===== config.mk =====
export PLATFORM = sky130hd
export DESIGN_NAME = sseg_scan_scheduler
export DESIGN_NICKNAME = d
export VERILOG_FILES = /design/src/rtl/sseg_pkg.sv /design/src/rtl/sseg_hex_decoder.sv /design/src/rtl/sseg_scan_scheduler.sv
export SDC_FILE = /design/constraint.sdc
export NUM_CORES = 1
export LEC_CHECK = 0
export CORE_UTILIZATION = 40
export CTS_CLUSTER_DIAMETER = 100
export DETAILED_ROUTE_END_ITERATION = 6
export HOLD_SLACK_MARGIN = 0.05
export PLACE_DENSITY_LB_ADDON = 0.08
export SKIP_LAST_GASP = 1
export SLEW_MARGIN = 25
export SYNTH_ARGS = -nofsm -noshare
export SYNTH_HDL_FRONTEND = slang
export SYNTH_SLANG_ARGS = --single-unit

===== constraint.sdc =====
create_clock -name clk -period 3.35 [get_ports clk]
set_input_delay 0.5025 -clock clk [delete_from_list [all_inputs] [get_ports clk]]
set_output_delay 0.5025 -clock clk [all_outputs]
set_load 0.02 [all_outputs]

===== src/rtl/sseg_pkg.sv =====
// rtl/sseg_pkg.sv - shared types, constants and hex decode table for the seven-segment scanner
package sseg_pkg;

    typedef enum logic [1:0] {
        ST_IDLE  = 2'd0,
        ST_SHOW  = 2'd1,
        ST_BLANK = 2'd2
    } scan_state_t;

    localparam int         NUM_DIGITS      = 4;
    localparam logic [3:0] ANODE_ALL_OFF   = 4'hF;
    localparam logic [7:0] CATHODE_ALL_OFF = 8'hFF;

    // Active-low {dp,g,f,e,d,c,b,a}; dp is left off here and cleared by the decoder.
    function automatic logic [7:0] hex_cathode(input logic [3:0] value);
        logic [7:0] seg;
        case (value)
            4'h0: seg = 8'hC0;
            4'h1: seg = 8'hF9;
            4'h2: seg = 8'hA4;
            4'h3: seg = 8'hB0;
            4'h4: seg = 8'h99;
            4'h5: seg = 8'h92;
            4'h6: seg = 8'h82;
            4'h7: seg = 8'hF8;
            4'h8: seg = 8'h80;
            4'h9: seg = 8'h90;
            4'hA: seg = 8'h88;
            4'hB: seg = 8'h83;
            4'hC: seg = 8'hC6;
            4'hD: seg = 8'hA1;
            4'hE: seg = 8'h86;
            default: seg = 8'h8E;
        endcase
        return seg;
    endfunction

endpackage


===== src/rtl/sseg_hex_decoder.sv =====
// rtl/sseg_hex_decoder.sv - combinational {dp,hex} to active-low cathode pattern
module sseg_hex_decoder
    import sseg_pkg::*;
(
    input  logic [4:0] digit,
    output logic [7:0] cathode
);

    always_comb begin
        cathode = hex_cathode(digit[3:0]);
        if (digit[4]) begin
            cathode[7] = 1'b0;
        end
    end

endmodule


===== src/rtl/sseg_scan_scheduler.sv =====
// rtl/sseg_scan_scheduler.sv - two-port digit file with multiplexed 4-digit seven-segment scan
module sseg_scan_scheduler
    import sseg_pkg::*;
#(
    parameter int DWELL_CYCLES = 5000,
    parameter int BLANK_CYCLES = 16
) (
    input  logic       clk,
    input  logic       rst_n,
    input  logic       en,
    input  logic [2:0] bright,
    input  logic       lz_en,
    input  logic       a_req,
    input  logic [1:0] a_idx,
    input  logic [4:0] a_data,
    output logic       a_ack,
    input  logic       b_req,
    input  logic [1:0] b_idx,
    input  logic [4:0] b_data,
    output logic       b_ack,
    output logic [3:0] sseg_anode,
    output logic [7:0] sseg_cathode,
    output logic       frame_done,
    output logic [1:0] cur_digit
);

    localparam int CNT_MAX = (DWELL_CYCLES > BLANK_CYCLES) ? DWELL_CYCLES : BLANK_CYCLES;
    localparam int CNT_W   = $clog2(CNT_MAX);
    localparam int TH_W    = $clog2(DWELL_CYCLES) + 4;
    localparam int CMP_W   = (CNT_W > TH_W) ? CNT_W : TH_W;

    localparam logic [CNT_W-1:0] DWELL_LAST = CNT_W'(DWELL_CYCLES - 1);
    localparam logic [CNT_W-1:0] BLANK_LAST = CNT_W'(BLANK_CYCLES - 1);
    localparam logic [TH_W-1:0]  DWELL_TH   = TH_W'(DWELL_CYCLES);

    logic                  last_grant_a;
    logic                  grant_a, grant_b;
    logic [4:0]            digits [NUM_DIGITS];
    logic [NUM_DIGITS-1:0] supp_vec;
    logic                  zero_above;

    scan_state_t           state, state_nxt;
    logic [CNT_W-1:0]      cnt, cnt_nxt;
    logic [1:0]            digit_nxt;
    logic                  enter_show, frame_nxt;
    logic [4:0]            shadow_data;
    logic                  shadow_supp;

    logic [TH_W-1:0]       on_thresh;
    logic                  anode_on;
    logic [3:0]            anode_nxt;
    logic [7:0]            dec_cathode;

    // Round-robin between the two writers; reset leaves B as last winner so A goes first.
    assign grant_a = a_req & (~b_req | ~last_grant_a);
    assign grant_b = b_req & ~grant_a;
    assign a_ack   = grant_a;
    assign b_ack   = grant_b;

    always_ff @(posedge clk or negedge rst_n) begin
        if (!rst_n) begin
            last_grant_a <= 1'b0;
            for (int i = 0; i < NUM_DIGITS; i++) begin
                digits[i] <= 5'h00;
            end
        end else if (grant_a) begin
            digits[a_idx] <= a_data;
            last_grant_a  <= 1'b1;
        end else if (grant_b) begin
            digits[b_idx] <= b_data;
            last_grant_a  <= 1'b0;
        end
    end

    always_comb begin
        supp_vec   = '0;
        zero_above = 1'b1;
        for (int i = NUM_DIGITS - 1; i >= 1; i--) begin
            zero_above  = zero_above & (digits[i] == 5'h00);
            supp_vec[i] = lz_en & zero_above;
        end
    end

    always_comb begin
        state_nxt  = state;
        cnt_nxt    = cnt;
        digit_nxt  = cur_digit;
        enter_show = 1'b0;
        frame_nxt  = 1'b0;
        if (!en) begin
            state_nxt = ST_IDLE;
            cnt_nxt   = '0;
            digit_nxt = 2'd0;
        end else begin
            case (state)
                ST_IDLE: begin
                    state_nxt  = ST_SHOW;
                    cnt_nxt    = '0;
                    digit_nxt  = 2'd0;
                    enter_show = 1'b1;
                end
                ST_SHOW: begin
                    if (cnt == DWELL_LAST) begin
                        state_nxt = ST_BLANK;
                        cnt_nxt   = '0;
                    end else begin
                        cnt_nxt = cnt + CNT_W'(1);
                    end
                end
                ST_BLANK: begin
                    if (cnt == BLANK_LAST) begin
                        state_nxt  = ST_SHOW;
                        cnt_nxt    = '0;
                        digit_nxt  = cur_digit + 2'd1;
                        enter_show = 1'b1;
                        frame_nxt  = (cur_digit == 2'(NUM_DIGITS - 1));
                    end else begin
                        cnt_nxt = cnt + CNT_W'(1);
                    end
                end
                default: begin
                    state_nxt = ST_IDLE;
                    cnt_nxt   = '0;
                    digit_nxt = 2'd0;
                end
            endcase
        end
    end

    // The shadow copy freezes the digit for its whole dwell, so mid-dwell writes never tear.
    always_ff @(posedge clk or negedge rst_n) begin
        if (!rst_n) begin
            state       <= ST_IDLE;
            cnt         <= '0;
            cur_digit   <= 2'd0;
            shadow_data <= 5'h00;
            shadow_supp <= 1'b0;
        end else begin
            state     <= state_nxt;
            cnt       <= cnt_nxt;
            cur_digit <= digit_nxt;
            if (enter_show) begin
                shadow_data <= digits[digit_nxt];
                shadow_supp <= supp_vec[digit_nxt];
            end
        end
    end

    assign on_thresh = ((TH_W'(bright) + TH_W'(1)) * DWELL_TH) >> 3;
    assign anode_on  = en && (state == ST_SHOW) && !shadow_supp &&
                       (CMP_W'(cnt) < CMP_W'(on_thresh));

    sseg_hex_decoder u_hex_decoder (
        .digit   (shadow_data),
        .cathode (dec_cathode)
    );

    always_comb begin
        anode_nxt = ANODE_ALL_OFF;
        if (anode_on) begin
            anode_nxt[cur_digit] = 1'b0;
        end
    end

    always_ff @(posedge clk or negedge rst_n) begin
        if (!rst_n) begin
            sseg_anode   <= ANODE_ALL_OFF;
            sseg_cathode <= CATHODE_ALL_OFF;
            frame_done   <= 1'b0;
        end else begin
            sseg_anode   <= anode_nxt;
            sseg_cathode <= anode_on ? dec_cathode : CATHODE_ALL_OFF;
            frame_done   <= frame_nxt;
        end
    end

endmodule


* Word level (Yosys, flattened, before mapping)
Memories as Yosys holds them, arrays and structs flattened. Index checks and enable logic that the tools add are counted. Widths: inputs -> output; s select.
Operators by class: add/sub/neg operators 3, multiply operators 1, magnitude comparators 9, eq/ne operators 7, muxes and demuxes 37, bitwise gates (word level) 15, reductions and logical operators 13
Operator list (number):
- $bwmux 20 | 2
- $mux 20 | 2
- $mux 13 | 3
- $pmux 13 s2 | 1
- $demux 5 s2 | 2
- $mux 5 | 4
- $logic_not 5->1 | 3
- $lt 13x14->1 | 1
- $mul 4x10->14 const B | 1
- $add 13x1->13 const B | 1
- $eq 13x13->1 const B | 1
- $eq 13x4->1 const B | 1
- $bmux 5 s2 | 1
- $mux 1 | 10
- $mux 2 | 5
- $ge 3x3->1 const B | 3
- $not 2->3 | 3
- $mux 8 | 1
- $and 1x1->1 | 7
- $logic_and 1x1->1 | 6
- $lt 2x3->1 const B | 2
- $lt 3x1->1 const B | 2
- $ne 3x3->1 const B | 2
- $pmux 2 s3 | 1
- 17 further kinds | 20
Storage, ports and cells: bits in registers 57, memory bits (read-only) 112, output and inout bits 17, memories kept 1
Memories:
- (name not given) | words 16, width 7, rd ports 1, clocked after memory_dff 0, wr ports 0, RTL line sseg_pkg.sv:17 | case (value)

* Logic depth before layout (Yosys ltp)
depth in word-level cells 8, mapped depth 22, gate-level depth less buffers 20

* Hierarchy
Synthesis repeated with hierarchy kept, for this count alone.
Second synthesis, totals: cells, all modules 385, area, all modules 3724.8 um2
Modules (own cells, without submodules):
- sseg_scan_scheduler | instances 1, cells each 352, area each 3445.8 um2
- sseg_hex_decoder | instances 1, cells each 33, area each 279.0 um2

* Least setup slack after synthesis
OpenSTA, ideal clock, no wires.
path kind in2reg, start input port bright[0], end register sseg_cathode[0], setup time 0.093 ns, data arrival time 4.238 ns, required time 3.257 ns, path slack -0.981 ns, cell stages on the path 20, path through ha_1 clkbuf_1 xnor2_1 ha_1 inv_1 ha_1 o21bai_1 ha_1 ha_1 a221o_1 a211oi_1 a211o_1 nand2_1 xnor2_1 ha_1 a21oi_1 o21ai_0 a211oi_1 buf_2 o211ai_1
On the way: cells in the longest elaborated chain, start to end 5
Ends and longest elaborated chain:
- from (decl) | RTL line sseg_scan_scheduler.sv:11 | input logic [2:0] bright,
- $add 3x1->4 | RTL line sseg_scan_scheduler.sv:149 | assign on_thresh = ((TH_W'(bright) + TH_W'(1)) * DWELL_TH) >> 3;
- $mul 4x10->14 | RTL line sseg_scan_scheduler.sv:149
- $lt 13x14->1 | RTL line sseg_scan_scheduler.sv:151 | (CMP_W'(cnt) < CMP_W'(on_thresh));
- $logic_and 1x1->1 | RTL line sseg_scan_scheduler.sv:150 | assign anode_on = en && (state == ST_SHOW) && !shadow_supp &&
- $mux 8 | RTL line sseg_scan_scheduler.sv:172 | sseg_cathode <= anode_on ? dec_cathode : CATHODE_ALL_OFF;
- to (signal assigned) | RTL line sseg_scan_scheduler.sv:172
- to (decl) | RTL line sseg_scan_scheduler.sv:22 | output logic [7:0] sseg_cathode,
Every way passes these cells. A chain may end at the register's enable or synchronous reset.

* Worst setup path in the final report
start input port bright[0], end register sseg_cathode[5]
The elaborated chain is that of the path after synthesis.

==> flow_summary_export.csv <==
group,metric,value,unit
run,cap_viol_max_count,0,
layout,fin_util,53.3,%
synthesis,synth-edff-count,0,
drt,detail_route.vias_per_cell,5.41,
setup_path,crit_slowest_cell,"ha_1",
synthesis,synthCells,386,
power_and_ir_drop,seq_power_share,40.5,%
clocking,cts-htree-levels,3,
die,num_io_pins,40,
setup_path,worst_ep_arrival_time,4.06,ns
setup_path,r2r.worst_path.cells,7,
power_and_ir_drop,power.leakage,2.20,nW
setup_path,worstReg2RegEnd,"shadow_data[2]",
min_path,worst_hold_path_class,"in2async",
clocking,ctsHoldBuffers,0,
synthesis,flip_flop_cell_with_the_highest_count_after_synthesis,"dfrtp_1",
setup_path,timing.critical_path.mode_cell,"ha_4",
layout,layout_common_cells,"nand2_1 (47), dfrtp_1 (45), ha_1 (36)",
sta,period_share,114,%
layout,antenna_cells,0,
power_and_ir_drop,clock_power_share,32.9,%
setup_path,worstPathRequired,3.60,ns
place,buffer_ports.inserted,39,
die,die_width,98.2,um
sta,final_max_tran_viols,0,
setup_path,timing.critical_path.cells,"buf_8 -> ha_4 -> xnor2_4 -> ha_4 -> inv_2 -> ha_4 -> o21bai_1 -> ha_1 -> ha_4 -> a221o_1 -> a211oi_2 -> a211o_1 -> nand2_1 -> xnor2_1 -> ha_1 -> a21oi_1 -> o21ai_1 -> a211oi_2 -> buf_4 -> o311ai_2",
place,finalWeightedCongestion,0.802,
die,core_ar,8850,sq um
status,status,"complete, but fails checks",
clocking,clkSlewWorstSetupHoldPaths,0.07,ns
synthesis,async_flop_share,100,%
grt,wire_length_of_the_first_global_routing_pass,14700,um
clocking,cts-buffers-inserted,9,
drt,detail-route-antenna-nets,0,
drt,drtPass1Iterations,6,
sta,timing.slew.headroom,47.0,%
layout,flow.area_growth_from_synthesis,27.4,%
status,violated_checks,"negative setup slack",
synthesis,synth.yosys.seq_area_share,39.0,%
setup_path,worst_path_dominant_cell_family,"adder cells",
power_and_ir_drop,peakVddDrop,0.000255,V
drt,via_count,3049,
drt,drt-wirelength-per-cell,15.2,um
setup_path,worstSetupEndpointType,"register",
drt,drcViolationCount,0,
power_and_ir_drop,internal-power,1.48,mW
sta,clock-skew-final,0.0107,ns
setup_path,max_incr_delay_on_cp,0.33,ns
clocking,tritoncts,"done",
sta,report.final.setup_viol,12,
setup_path,timing.rr.start,"cnt[0]",
clocking,clkSinkCount,57,
setup_path,critPathMaxFanout,6,
sta,finalCriticalPeriod,3.81,ns
synthesis,synth-seq-cells,57,
power_and_ir_drop,comb_power_share,26.6,%
grt,global_route.usage.total,19.3,%
setup_path,r2r_setup_slack,1.00,ns
place,place.detailed.hpwl,6320,um
synthesis,syn_avg_cell_area,9.58,sq um
setup_path,criticalPathCategory,"in2reg",
layout,nets,514,
grt,vias_in_the_first_global_route,2955,
power_and_ir_drop,power.density,457,nW/um^2
clocking,clk-insertion-delay-late,0.33,ns
synthesis,synth_warnings,0,
grt,pin_count_of_the_biggest_net_entering_global_routing,36,
sta,setup_repair_after_global_routing_missed_its_margin,"yes",
drt,drt_wl_total,8560,um
sta,max_slew.worst_pin.slew,0.794,ns
setup_path,path_buf_inv,3,
power_and_ir_drop,netSwitchingFraction,31.1,%
sta,achievable-frequency,0.262,GHz
die,fp.dieH,98.2,um
setup_path,critPathLaunchType,"primary input",
drt,dr.first_iter.drc_count,156,
layout,layout.cells.most_common,"nand2_1",
layout,fillerInstances,805,
grt,grt_remaining_overflow,0,
power_and_ir_drop,switching_power,671,uW
synthesis,postSynthNetCount,449,
place,preCtsSetupSlack,-1.36,ns
synthesis,synth.cell_area,3700,sq um
layout,drive_above_1_share,18.4,%
die,initial_util,41.8,%
synthesis,synth_cell_types,56,
sta,finalWorstSetupSlack,-0.462,ns
die,std_cell_rows,34,
clocking,cts-root-buf,"clkbuf_8",
sta,timing.final.hold_violations,0,
clocking,cts.path.max_buffers,2,
grt,grt_antenna_before_repair,0,
die,die_ar,9640,sq um
## routing by layer
layer | global-route usage (%) | vias to the layer above | wire (um)
met3 | 4.22 | 2 | 302
li1 | - | 1519 | -
met4 | 5.17 | 0 | 44
met2 | 28.6 | 65 | 3800
met1 | 28.5 | 1463 | 4420
met5 | 0 | - | 0
## cell families after synthesis
family / Yosys count / synth area share (%)
AND/OR/NAND/NOR: 124 / 17.2
buffers and inverters: 40 / 4.13
multiplexers: 10 / 3.21
XOR/XNOR: 17 / 4.02
adder cells (fa/ha/maj): 40 / 13.5
flip-flops: 57 / 39.0
AO/OA/AOI/OAI: 98 / 18.9
## what timing repair did
item	4_1_cts	5_1_grt
pin swaps	13	9
gates cloned	1	0
gates resized for setup	24	6
endpoints found under the setup margin	12	12
setup buffers	2	1
## layout make-up
class	instances	area [sq um]	share of cell area, %
multi-input combinational	289	2220	47.2
sequential	57	1440	30.6
timing repair buffer	67	594	12.6
tap	108	135	2.87
clock buffer	9	124	2.63
inverter	27	101	2.15
clock inverter	7	93.8	1.99
## how the worst max path moves through the flow
stage	slack [ns]	cells after the start	endpoint	start
2_1_floorplan	-0.67	20	sseg_cathode[0]	bright[0]
3_3_place_gp	-1.23	20	sseg_cathode[5]	bright[0]
3_5_place_dp	-1.36	20	sseg_cathode[6]	bright[0]
4_1_cts	-0.54	20	sseg_cathode[0]	bright[0]
5_1_grt	-0.59	20	sseg_cathode[0]	bright[0]
6_report	-0.46	20	sseg_cathode[5]	bright[0]
## worst register-to-register path: stages, from the launching register on
cell,delay [ns]
dfrtp_1,0.41
ha_1,0.25
and3_1,0.32
and4_1,0.26
nor3_4,0.46
mux2i_1,0.26
a21oi_1,0.09
a22o_1,0.20
## power groups by stage
stage / logic, mW / registers [mW] / clock network (mW)
global placement: 0.540 / 0.874 / 0
finish: 0.573 / 0.872 / 0.709
detailed placement: 0.544 / 0.877 / 0
global route: 0.649 / 0.888 / 0.765
CTS: 0.566 / 0.872 / 0.733
floorplan: 0.358 / 0.852 / 0
## sequential cells by signal, indices dropped and copies added, names as in the netlist
name / count
digits: 20
cnt: 13
sseg_cathode: 8
shadow_data: 5
sseg_anode: 4
cur_digit: 2
state: 2
frame_done: 1
last_grant_a: 1
shadow_supp: 1
## through the flow
step / hold slack (ns) / cell area (sq um) / cells / setup TNS [ns] / power, mW
floorplan: 0.207 / 3760 / 386 / -7.49 / 1.21
global placement: 0.411 / 4400 / 544 / -13.96 / 1.41
detailed placement: 0.410 / 4400 / 544 / -15.14 / 1.42
CTS: 0.261 / 4680 / 563 / -6.20 / 2.17
global route: 0.306 / 4710 / 564 / -6.69 / 2.30
finish: 0.253 / 4710 / 564 / -5.20 / 2.15
## synthesized netlist by cell type (2+ instances only)
cell type / count / area (sq um)
nand2_1: 47 / 176
dfrtp_1: 45 / 1130
ha_1: 40 / 500
nor2_1: 34 / 128
inv_1: 27 / 101
a21oi_1: 18 / 90.1
a22oi_1: 15 / 113
dfstp_2: 12 / 315
clkbuf_1: 11 / 41.3
nand3_1: 11 / 55.1
o21ai_0: 11 / 55.1
xnor2_1: 11 / 96.3
a22o_1: 10 / 87.6
and3_1: 8 / 50.1
a21o_1: 7 / 52.6
mux2i_1: 7 / 70.1
o31ai_1: 6 / 45.0
xor2_1: 6 / 52.6
o211ai_1: 5 / 37.5
a211oi_1: 3 / 22.5
a31oi_1: 3 / 18.8
and4_1: 3 / 26.3
nor3b_1: 3 / 22.5
nor4_1: 3 / 18.8
a21boi_0: 2 / 15.0
buf_2: 2 / 10.0
nand2b_1: 2 / 12.5
nand4_1: 2 / 12.5
o2111ai_1: 2 / 17.5
o21a_1: 2 / 15.0
o21bai_1: 2 / 15.0
o311ai_0: 2 / 17.5
(Power assumes the default switching activity.)
